## src/rtl/ws_pkg.sv

```systemverilog
// Shared definitions for the weight-stationary array controller:
// FSM encoding, default array geometry and a width helper.
package ws_pkg;

    localparam int DEFAULT_DATA_WIDTH = 8;
    localparam int DEFAULT_ARRAY_SIZE = 4;

    typedef enum logic [1:0] {
        S_IDLE  = 2'd0,
        S_WLOAD = 2'd1,
        S_RUN   = 2'd2,
        S_DONE  = 2'd3
    } ws_state_e;

    // Bits needed to index 0..value-1; never less than 1.
    function automatic int clog2(input int value);
        int res;
        res = 0;
        while ((1 << res) < value) res++;
        return (res < 1) ? 1 : res;
    endfunction

endpackage

```

## src/rtl/ws_window_gen.sv

```systemverilog
// Registered window detector: high while base <= cnt < base + num and enabled.
module ws_window_gen #(
    parameter int CW    = 9,
    parameter int LEN_W = 8
) (
    input  logic          clk,
    input  logic          rstn,
    input  logic          en,
    input  logic [CW-1:0] cnt,
    input  logic [CW-1:0] base,
    input  logic [LEN_W-1:0] num,
    output logic          in_window
);

    logic [CW-1:0] limit;

    // Cannot overflow: base <= 2N and 2N <= 2^LEN_W keep base + num below 2^CW.
    assign limit = base + CW'(num);

    always_ff @(posedge clk or negedge rstn) begin
        if (!rstn) begin
            in_window <= 1'b0;
        end else begin
            in_window <= en && (cnt >= base) && (cnt < limit);
        end
    end

endmodule

```

## src/rtl/ws_array_controller.sv

```systemverilog
// Sequencer for an N x N weight-stationary PE array: loads one weight tile,
// then streams M fmap vectors with per-row skew enables and per-column valids.
module ws_array_controller
    import ws_pkg::*;
#(
    parameter int DATA_WIDTH = DEFAULT_DATA_WIDTH,
    parameter int ARRAY_SIZE = DEFAULT_ARRAY_SIZE,
    parameter int LEN_W      = 8
) (
    input  logic                         clk,
    input  logic                         rstn,
    input  logic                         i_start,
    input  logic [LEN_W-1:0]             i_num_vec,
    output logic                         o_busy,
    output logic                         o_done,
    output logic                         o_wgt_rd_en,
    output logic [clog2(ARRAY_SIZE)-1:0] o_wgt_addr,
    output logic                         o_load,
    output logic                         o_fmap_rd_en,
    output logic [LEN_W-1:0]             o_fmap_addr,
    output logic [ARRAY_SIZE-1:0]        o_row_en,
    output logic [ARRAY_SIZE-1:0]        o_col_valid
);

    localparam int AW = clog2(ARRAY_SIZE);
    localparam int WW = clog2(ARRAY_SIZE + 1);
    localparam int CW = LEN_W + 1;
    localparam logic [WW-1:0] W_LAST = WW'(ARRAY_SIZE);
    localparam logic [CW-1:0] TAIL   = CW'(2 * ARRAY_SIZE - 1);

    if (ARRAY_SIZE < 2 || DATA_WIDTH < 1 || (2 * ARRAY_SIZE) > (1 << LEN_W)) begin : g_param_check
        $error("ws_array_controller: unsupported ARRAY_SIZE/LEN_W/DATA_WIDTH combination");
    end

    ws_state_e        state, state_nxt;
    logic [WW-1:0]    w, w_nxt;
    logic [CW-1:0]    cnt, cnt_nxt;
    logic [LEN_W-1:0] num, num_nxt;
    logic             busy_d, done_d, wgt_rd_en_d, load_d, fmap_rd_en_d;
    logic [AW-1:0]    wgt_addr_d;
    logic [LEN_W-1:0] fmap_addr_d;
    logic             run;

    always_comb begin
        // NOTE: every variable gets a default first so no path can infer a latch.
        state_nxt    = state;
        w_nxt        = w;
        cnt_nxt      = cnt;
        num_nxt      = num;
        busy_d       = 1'b0;
        done_d       = 1'b0;
        wgt_rd_en_d  = 1'b0;
        wgt_addr_d   = '0;
        load_d       = 1'b0;
        fmap_rd_en_d = 1'b0;
        fmap_addr_d  = '0;
        case (state)
            // o_done is visible while already back in IDLE; a start then is still ignored.
            S_IDLE: begin
                if (i_start && !o_done) begin
                    num_nxt   = i_num_vec;
                    w_nxt     = '0;
                    state_nxt = S_WLOAD;
                end
            end
            S_WLOAD: begin
                busy_d = 1'b1;
                load_d = (w != '0);
                if (w != W_LAST) begin
                    wgt_rd_en_d = 1'b1;
                    wgt_addr_d  = AW'(W_LAST - w - WW'(1));
                    w_nxt       = w + WW'(1);
                end else begin
                    cnt_nxt   = '0;
                    state_nxt = (num == '0) ? S_DONE : S_RUN;
                end
            end
            S_RUN: begin
                busy_d = 1'b1;
                if (cnt < CW'(num)) begin
                    fmap_rd_en_d = 1'b1;
                    fmap_addr_d  = cnt[LEN_W-1:0];
                end
                if (cnt == CW'(num) + TAIL) begin
                    state_nxt = S_DONE;
                end else begin
                    cnt_nxt = cnt + CW'(1);
                end
            end
            S_DONE: begin
                done_d    = 1'b1;
                state_nxt = S_IDLE;
            end
            default: state_nxt = S_IDLE;
        endcase
    end

    // NOTE: sequential state uses non-blocking assignments so all registers update together.
    always_ff @(posedge clk or negedge rstn) begin
        if (!rstn) begin
            state        <= S_IDLE;
            w            <= '0;
            cnt          <= '0;
            num          <= '0;
            o_busy       <= 1'b0;
            o_done       <= 1'b0;
            o_wgt_rd_en  <= 1'b0;
            o_wgt_addr   <= '0;
            o_load       <= 1'b0;
            o_fmap_rd_en <= 1'b0;
            o_fmap_addr  <= '0;
        end else begin
            state        <= state_nxt;
            w            <= w_nxt;
            cnt          <= cnt_nxt;
            num          <= num_nxt;
            o_busy       <= busy_d;
            o_done       <= done_d;
            o_wgt_rd_en  <= wgt_rd_en_d;
            o_wgt_addr   <= wgt_addr_d;
            o_load       <= load_d;
            o_fmap_rd_en <= fmap_rd_en_d;
            o_fmap_addr  <= fmap_addr_d;
        end
    end

    assign run = (state == S_RUN);

    // Row r: 1-cycle SRAM latency plus r-cycle skew. Column c: N more cycles through the array.
    for (genvar r = 0; r < ARRAY_SIZE; r++) begin : g_row
        ws_window_gen #(.CW(CW), .LEN_W(LEN_W)) u_win (
            .clk(clk), .rstn(rstn), .en(run), .cnt(cnt),
            .base(CW'(1 + r)), .num(num), .in_window(o_row_en[r])
        );
    end

    for (genvar c = 0; c < ARRAY_SIZE; c++) begin : g_col
        ws_window_gen #(.CW(CW), .LEN_W(LEN_W)) u_win (
            .clk(clk), .rstn(rstn), .en(run), .cnt(cnt),
            .base(CW'(1 + ARRAY_SIZE + c)), .num(num), .in_window(o_col_valid[c])
        );
    end

endmodule

```

## config.mk

```make
export PLATFORM = sky130hd
export DESIGN_NAME = ws_array_controller
export DESIGN_NICKNAME = d
export VERILOG_FILES = /design/src/rtl/ws_pkg.sv /design/src/rtl/ws_window_gen.sv /design/src/rtl/ws_array_controller.sv
export SDC_FILE = /design/constraint.sdc
export NUM_CORES = 1
export LEC_CHECK = 0
export BUFFER_PORTS_ARGS = -buffer_cell sky130_fd_sc_hd__buf_2
export CORE_ASPECT_RATIO = 1.4
export CORE_UTILIZATION = 60
export CTS_BUF_LIST = sky130_fd_sc_hd__clkbuf_4
export DETAILED_ROUTE_END_ITERATION = 8
export GPL_ROUTABILITY_DRIVEN = 0
export PLACE_DENSITY = 0.81
export SYNTH_ARGS = -nofsm -noshare
export SYNTH_HDL_FRONTEND = slang
export SYNTH_SLANG_ARGS = --single-unit
```

## constraint.sdc

```tcl
create_clock -name clk -period 3.4 [get_ports clk]
set_input_delay 0.51 -clock clk [delete_from_list [all_inputs] [get_ports clk]]
set_output_delay 0.51 -clock clk [all_outputs]
set_load 0.005 [all_outputs]
```

Yosys cells after proc, flatten, opt, wreduce, memory -nomap -nowiden:

Cells that the tools add are included.

* $lt $le $gt $ge: 17
* reduce and logical (&&, ||, !) cells: 28
* muxes and demuxes: 22
* equal/unequal tests: 10
* add/sub/neg operators: 12

Operator list (count)
* $lt A9 B9 Y1: 8
* $add A3 B8 Y9 const A: 4
* $ge A9 B3 Y1 const B: 4
* $add A2 B8 Y9 const A: 2
* $ge A9 B2 Y1 const B: 2
* $mux W9: 2
* $pmux W9 S2: 1
* $logic_and A1 B1 Y1: 17
* $mux W8: 2
* $mux W2: 5
* $ne A2 B2 Y1 const B: 5
* $add A1 B8 Y9 const A: 1
* $add A4 B8 Y9 const A: 1
* $add A9 B1 Y9 const B: 1
* $eq A9 B9 Y1: 1
* $ge A9 B1 Y1 const B: 1
* $ge A9 B4 Y1 const B: 1
* $lt A9 B8 Y1: 1
* $reduce_and A3 Y1: 3
* $logic_not A8 Y1: 1
* $mux W1: 8
* $pmux W2 S4: 1
* $mux W3: 2
* $pmux W3 S2: 1
* other kinds (12): 14

* output and inout port bits: 23
* word-level logic and storage cells: 108
* register bits after elaboration: 45

Longest topological paths before layout:

Gate-level depths: netlist of the first run.

* depth after elaboration: 4
* mapped depth: 12
* mapped depth without buffers: 12

Modules after synthesis:

Synthesis of the first run repeated with hierarchy kept, for this count alone.

* cells, all modules: 987
* area total of the unflattened synthesis: 8324.2 um^2

Modules (own cells, without submodules)
* ws_window_gen at g_col[1].u_win ...: times used 4, cells an instance 97, area each 775.7 um^2
* ws_window_gen at g_col[0].u_win ...: times used 3, cells an instance 97, area each 772.0 um^2
* ws_array_controller: times used 1, cells an instance 216, area each 2163.3 um^2
* ws_window_gen at g_col[2].u_win: times used 1, cells an instance 92, area each 742.0 um^2

Least setup slack after synthesis of the first run:

OpenSTA, ideal clock, no wires.

* path type: reg-to-reg
* from: register num[2]
* to: register state[0]
* arrival: 2.736 ns
* required time: 3.280 ns
* clock period less this slack: 2.856 ns
* setup time: 0.120 ns
* cell stages (with the launch flop): 12
* slack: 0.544 ns
* path through: dfrtp_1 -> inv_1 -> ha_1 -> a21boi_0 -> nor2_1 -> xnor2_1 -> ha_1 -> nand4_2 -> or3_4 -> a221oi_4 -> a21o_1 -> o21ai_2

* cells in the longest elaborated chain, start to end: 4

Ends and longest elaborated chain
* start, declared: line ws_array_controller.sv:38 `logic [LEN_W-1:0] num, num_nxt;`
* start signal, assigned: line ws_array_controller.sv:116 `num <= num_nxt;`
* $add A3 B8 Y9 or $logic_not A8 Y1 (tied branches): line ws_array_controller.sv:84, ws_array_controller.sv:75
* $eq A9 B9 Y1 or $mux W1 (tied branches): line ws_array_controller.sv:84, ws_array_controller.sv:75
* $ne A2 B2 Y1 (no line) or $mux W2 (tied branches)
* $reduce_and A3 Y1 (no line) or $pmux W2 S4 (tied branches)
* end signal, assigned: line ws_array_controller.sv:113 `state <= state_nxt;`
* end, declared: line ws_array_controller.sv:35 `ws_state_e state, state_nxt;`

Parallel ways exist; a longest one is shown, timed or not. The select of a mux whose other input is x is not followed.
A chain may end at the register's enable or synchronous reset.

Worst setup path in the final report of the first run:

* from: register num[1]
* to: register state[0]

Same word-level chain as after synthesis.

==> results of run 1 <==
==> stage by stage <==
stage,cells,worst slack (ns),hold slack (ns),total power [uW]
after floorplan,456,0.5442,0.2144,2728
after global placement,569,0.3816,0.4445,3273
after detailed placement,569,0.2237,0.4466,3392
after CTS,577,0.1361,0.3086,3768
after global routing,577,0.03408,0.3438,4120
final,577,0.2057,0.2575,3819
==> worst max-delay path by stage <==
stage          endpoint  slack [ns]  startpoint  cells past startpoint
3_5_place_dp   state[0]        0.22      num[1]                     12
5_1_grt        state[0]        0.03      num[1]                     11
6_report       state[0]        0.21      num[1]                     12
2_1_floorplan  state[0]        0.54      num[2]                     11
4_1_cts        state[0]        0.14      num[1]                     12
3_3_place_gp   state[0]        0.38      num[1]                     12
==> Yosys cell counts, drive strengths merged, types with 4 or more instances <==
| master | number | share of area, % |
|---|---|---|
| o21a | 8 | 1.4 |
| nand3 | 14 | 1.7 |
| nor2b | 9 | 1.3 |
| and2 | 6 | 0.89 |
| a22o | 4 | 0.83 |
| or3 | 6 | 1.0 |
| a211oi | 6 | 1.1 |
| clkbuf | 6 | 0.53 |
| nor3 | 11 | 1.4 |
| o21ai | 18 | 2.3 |
| buf | 15 | 2.2 |
| a21o | 13 | 2.3 |
| xnor2 | 37 | 7.7 |
| dfrtp | 45 | 27 |
| ha | 88 | 26 |
| inv | 27 | 2.4 |
| nand2 | 30 | 2.7 |
| mux2 | 9 | 2.4 |
| nand4b | 4 | 0.83 |
| nand4 | 10 | 1.6 |
| a21oi | 25 | 3.0 |
| nor2 | 26 | 2.3 |
==> critical path, cell delays in order (launching register included) <==
cell                       delay, ns
sky130_fd_sc_hd__dfrtp_1        0.54
sky130_fd_sc_hd__inv_1          0.20
sky130_fd_sc_hd__ha_1           0.28
sky130_fd_sc_hd__inv_1          0.11
sky130_fd_sc_hd__a21oi_2        0.24
sky130_fd_sc_hd__nor2_1         0.09
sky130_fd_sc_hd__xnor2_1        0.15
sky130_fd_sc_hd__ha_1           0.33
sky130_fd_sc_hd__nand4_2        0.14
sky130_fd_sc_hd__or3_4          0.45
sky130_fd_sc_hd__a221oi_4       0.36
sky130_fd_sc_hd__a21o_1         0.17
sky130_fd_sc_hd__o21ai_2        0.04
==> where the power goes <==
part | switching [uW] | leakage (uW) | internal (uW)
clock network | 204 | 0.0000448 | 158
registers | 220 | 0.000595 | 678
logic | 1480 | 0.00167 | 1080
==> flip-flops by register name (all words and copies together), names as in the netlist <==
| signal | flops |
|---|---|
| cnt | 9 |
| num | 8 |
| o_fmap_addr | 8 |
| g_col.u_win.in_window | 4 |
| g_row.u_win.in_window | 4 |
| w | 3 |
| o_wgt_addr | 2 |
| state | 2 |
| o_busy | 1 |
| o_done | 1 |
| o_fmap_rd_en | 1 |
| o_load | 1 |
| o_wgt_rd_en | 1 |
==> area by class of cell <==
class,count,share of cell area [%]
inverter,30,2.477
multi-input combinational,360,63.25
tap,92,2.532
sequential,45,24.80
timing repair buffer,42,5.120
clock buffer,5,0.8258
clock inverter,3,0.9909
==> logic make-up after synthesis <==
family          Yosys count  share of synthesized area (%)
simple gates            126                          15.39
fa+ha+maj                88                          26.05
compound gates           97                          15.78
mux                      10                          2.635
buf+inv                  51                          5.417
xor+xnor                 39                          8.082
flops                    45                          26.64
==> per-layer routing <==
layer  part of all wire (%)  vias to the layer above  GRT usage [%]  wire length, um
met4                    5.3                        0          20.06              556
met1                     39                     1734          35.10             4110
li1                       -                     1675              -                -
met2                     49                      173          51.62             5185
met5                      0                        -              0                0
met3                    6.3                       51          4.677              664
==> results_dict.tcl, run 1 <==
set metrics [dict create \
    run_status "completed" \
    seq_area_sq_mm 0.001127 \
    total_routed_wirelength_mm 10.52 \
    first_iter_violations 231 \
    final_design_area_no_fill_sq_mm 0.004546 \
    setup_violations 0 \
    setup_total_negative_slack_ns 0 \
    utilization_pct 67.84 \
    filler_cell_count 538 \
    floorplan.die.width_um 72.94 \
    io_pins 34 \
    required_worst_endpoint_ns 3.68 \
    grt_remaining_overflow 0 \
    syn_nets 555 \
    clock_sink_count 45 \
    period_minus_slack_ns 3.194 \
    post-cts-setup-buffers 0 \
    worst_pin_slew_ns 1.006 \
    count_of_inserted_antenna_diode_cells 0 \
    power_density_mw_per_mm2 840.2 \
    ir_drop_mv 0.6319 \
    detailedPlacementHpwl_mm 7.767 \
    rr_worst_depth 12 \
    clk-insertion-delay-late_ns 0.40 \
    route.vias.total 3633 \
    setup.worst_path.end_class "register" \
    placedInstanceArea_sq_mm 0.004458 \
    avgSynthCellArea_sq_um 9.269 \
    first_global_vias 3667 \
    max_freq_ghz 0.3131 \
    floorplan.core_area_sq_mm 0.006700 \
    timing.rr.end "state[0]" \
    netlist_instances 456 \
    worst_hold_path_type "input port to async pin" \
    synth-seq-area-share_pct 26.64 \
    count_of_input_and_output_buffers 33 \
    clkTransAtPathRegs_ns 0.18 \
    ff2ff_setup_slack_ns 0.21 \
    initial_core_utilization_pct 63.08 \
    drive_above_1_share_pct 14.02 \
    grt_util_all_layers_pct 30.37 \
    detail_route.vias_per_cell 6.296 \
    htree_levels 2 \
    clock_skew_ns 0.03088 \
    yosys_register_bits 45 \
    number_of_max_slew_violations_in_the_final_report 0 \
    final.period_utilization_pct 93.95 \
    setup_repair_after_global_routing_missed_its_margin "no" \
    placement_rows 35 \
    cts_tree "done" \
    cp.arrival_ns 3.47 \
    final_antenna_net_count 0 \
    ctsHoldBuffers 0 \
    grt_first_pass_wirelength_mm 17.04 \
    cts-buffers-inserted 5 \
    final_cell_mix "sky130_fd_sc_hd__ha_1, sky130_fd_sc_hd__dfrtp_1, sky130_fd_sc_hd__xnor2_1" \
    max-clock-path-buffers 2 \
    drt_drc_violations_left 0 \
    multi_input_comb_area_sq_mm 0.002875 \
    pin_count_of_the_biggest_net_entering_global_routing 46 \
    crit_path_max_fanout 10 \
    cts.repair.resized 0 \
    synth_ff_type "sky130_fd_sc_hd__dfrtp_1" \
    path_class "register to register" \
    synth.cell_area_sq_mm 0.004227 \
    start_kind "register" \
    initial_antenna_violation_count 0 \
    fin_nets 583 \
    max_cap_viol 0 \
    yosysWarningCount 0 \
    synth-async-reset-ratio_pct 100.0 \
    ctsRootBufferMaster "sky130_fd_sc_hd__clkbuf_4" \
    number_of_hold_slack_violations_in_the_final_timing_report 0 \
    synth_enable_flop_cells 0 \
    layout_commonest_cell "sky130_fd_sc_hd__ha_1" \
    total_leakage_power_uw 0.002305 \
    area_growth_syn_to_layout_pct 7.549 \
    max_slew_margin_pct 32.95 \
    synthDistinctLibCells 52 \
    die-height_um 101.3 \
    rr_startpoint "num[1]" \
    die_area_sq_mm 0.007389 \
    route.detailed.wl_per_inst_um 18.23 \
    drt-pass1-iter-count 5 \
]
Note: power is estimated with default switching activity, not from simulation.
==> run 2: changes to the inputs <==
- RECOVER_POWER: unset -> 100
==> run 2 against run 1 <==
The flow now finishes with violations (max-capacitance violations, max-slew violations); total power decreased by 0.66%; sequential share of layout area increased by 0.12 points; non-clock buffer count stayed put; wire length about the same; die area unchanged; via count decreased by 0.19%.
==> results_dict.tcl, run 2 (same netlist as run 1, synthesis figures left out) <==
set metrics [dict create \
    run_status "complete, but fails checks" \
    violations "max-capacitance violations, max-slew violations" \
    final.period_utilization_pct 94.11 \
    placedInstanceArea_sq_mm 0.004458 \
    layout_commonest_cell "sky130_fd_sc_hd__ha_1" \
    route.vias.total 3626 \
    max_slew_margin_pct -59.82 \
    total_leakage_power_uw 0.002280 \
    detailedPlacementHpwl_mm 7.767 \
    setup_total_negative_slack_ns 0 \
    final_antenna_net_count 0 \
    number_of_max_slew_violations_in_the_final_report 46 \
    total_routed_wirelength_mm 10.52 \
    critPathBufInv 2 \
    htree_levels 2 \
    max_cap_viol 1 \
    initial_antenna_violation_count 0 \
    cp.arrival_ns 3.47 \
    floorplan.core_area_sq_mm 0.006700 \
    placement_rows 35 \
    grt_remaining_overflow 0 \
    drt-pass1-iter-count 5 \
    max_freq_ghz 0.3125 \
    die-height_um 101.3 \
    ir_drop_mv 0.6325 \
    floorplan.die.width_um 72.94 \
    setup_violations 0 \
    cts-buffers-inserted 5 \
    clock_skew_ns 0.02644 \
    final_cell_mix "sky130_fd_sc_hd__ha_1, sky130_fd_sc_hd__dfrtp_1, sky130_fd_sc_hd__xnor2_1" \
    cpLargestDelayFamily "compound AO/OA/AOI/OAI gates" \
    most_flops_register "cnt" \
    detail_route.vias_per_cell 6.284 \
    path_class "register to register" \
    required_worst_endpoint_ns 3.67 \
    clock_sink_count 45 \
    count_of_inserted_antenna_diode_cells 0 \
    cts_tree "done" \
    final_design_area_no_fill_sq_mm 0.004524 \
    io_pins 34 \
    period_minus_slack_ns 3.200 \
    number_of_hold_slack_violations_in_the_final_timing_report 0 \
    start_kind "register" \
    top_regs "cnt x9, num x8, o_fmap_addr x8" \
    drt_drc_violations_left 0 \
    ctsRootBufferMaster "sky130_fd_sc_hd__clkbuf_4" \
    critical_path.cell_chain "inv_1, ha_1, inv_1, a21oi_2, nor2_1, xnor2_1, ha_1, nand4_2, or3_4, a221oi_4, a21o_1, o21ai_0" \
    cp_slowest_stage_delay_ns 0.54 \
    crit_slowest_cell "sky130_fd_sc_hd__dfrtp_1" \
    first_global_vias 3667 \
    largest_register_ffs 9 \
    max-clock-path-buffers 2 \
    initial_core_utilization_pct 63.08 \
    power_density_mw_per_mm2 838.6 \
    setup.worst_path.end_class "register" \
    grt_first_pass_wirelength_mm 17.04 \
    pin_count_of_the_biggest_net_entering_global_routing 46 \
    worst_hold_path_type "input port to register" \
    fin_nets 583 \
    clk-insertion-delay-late_ns 0.39 \
    post-cts-setup-buffers 0 \
    drive_above_1_share_pct 12.16 \
    die_area_sq_mm 0.007389 \
    route.detailed.wl_per_inst_um 18.22 \
    count_of_input_and_output_buffers 33 \
    first_iter_violations 235 \
    clkTransAtPathRegs_ns 0.14 \
    worst_pin_slew_ns 2.397 \
    grt_util_all_layers_pct 30.37 \
    crit_path_max_fanout 10 \
    setup_repair_after_global_routing_missed_its_margin "no" \
    area_growth_syn_to_layout_pct 7.046 \
]
==> run 2: changes by cell type in the layout (fill, tap and decap cells not counted), sizes merged <==
cell and delta:
buf -6, clkbuf +6
==> run 2: worst paths after layout <==
| kind | to | startpoint | depth (start not counted) | slack (ns) |
|---|---|---|---|---|
| worst max-delay path | state[0] | num[1] | 12 | 0.20 |
| worst min-delay path | num[3] | i_num_vec[3] | 2 | 0.36 |
| worst max register to register | state[0] | num[1] | 12 | 0.20 |
| worst min register to register | o_wgt_addr[1] | w[1] | 1 | 0.47 |
| max in group asynchronous | num[2] | rstn | 1 | 1.04 |
| min in group asynchronous | g_col[3].u_win.in_window | rstn | 1 | 0.82 |
==> run 2: metrics by stage <==
stage | power (uW) | hold slack (ns) | std cells | utilization (%) | setup WS, ns
after floorplan | 2728 | 0.2144 | 456 | - | 0.5442
after detailed placement | 3392 | 0.4466 | 569 | 66.54 | 0.2237
after global placement | 3273 | 0.4445 | 569 | 66.54 | 0.3816
after CTS | 3768 | 0.3086 | 577 | 67.77 | 0.1361
after global routing | 4098 | 0.3438 | 577 | 67.53 | 0.03776
final | 3794 | 0.3578 | 577 | 67.53 | 0.2003
==> run 2: power by group <==
group | internal [uW] | switching [uW]
Clock | 158 | 204
Combinational | 1070 | 1470
Sequential | 678 | 219
Total | 1900 | 1890
==> run 2: worst register-to-register path: cells and delay by family (launching register included) <==
kind,cells,cell delay (ns)
AO/OA/AOI/OAI,4,0.82
XOR/XNOR,1,0.15
adder cells (fa/ha/maj),2,0.61
buffers and inverters,2,0.32
flip-flops,1,0.54
AND/OR/NAND/NOR,3,0.67
==> run 2: area by class of cell <==
cell class,instances,area [sq um]
Clock buffer,5,37.54
Clock inverter,3,45.04
Fill cell,540,2176
Inverter,30,112.6
Multi-Input combinational cell,360,2867
Sequential cell,45,1127
Tap cell,92,115.1
Timing Repair Buffer,42,220.2
==> run 2: routing by layer <==
metal	routed length [um]	up-vias	track usage [%]
li1	-	1676	-
met2	5186	155	51.62
met1	4178	1741	35.10
met3	603	54	4.677
met4	546	0	20.06
met5	0	-	0
==> run 2: what timing repair did <==
item | CTS | global route
hold buffers | 0 | 0
resized for setup | 0 | 2
endpoints found under the setup margin | 0 | 3
endpoints found under the hold margin | 0 | 0
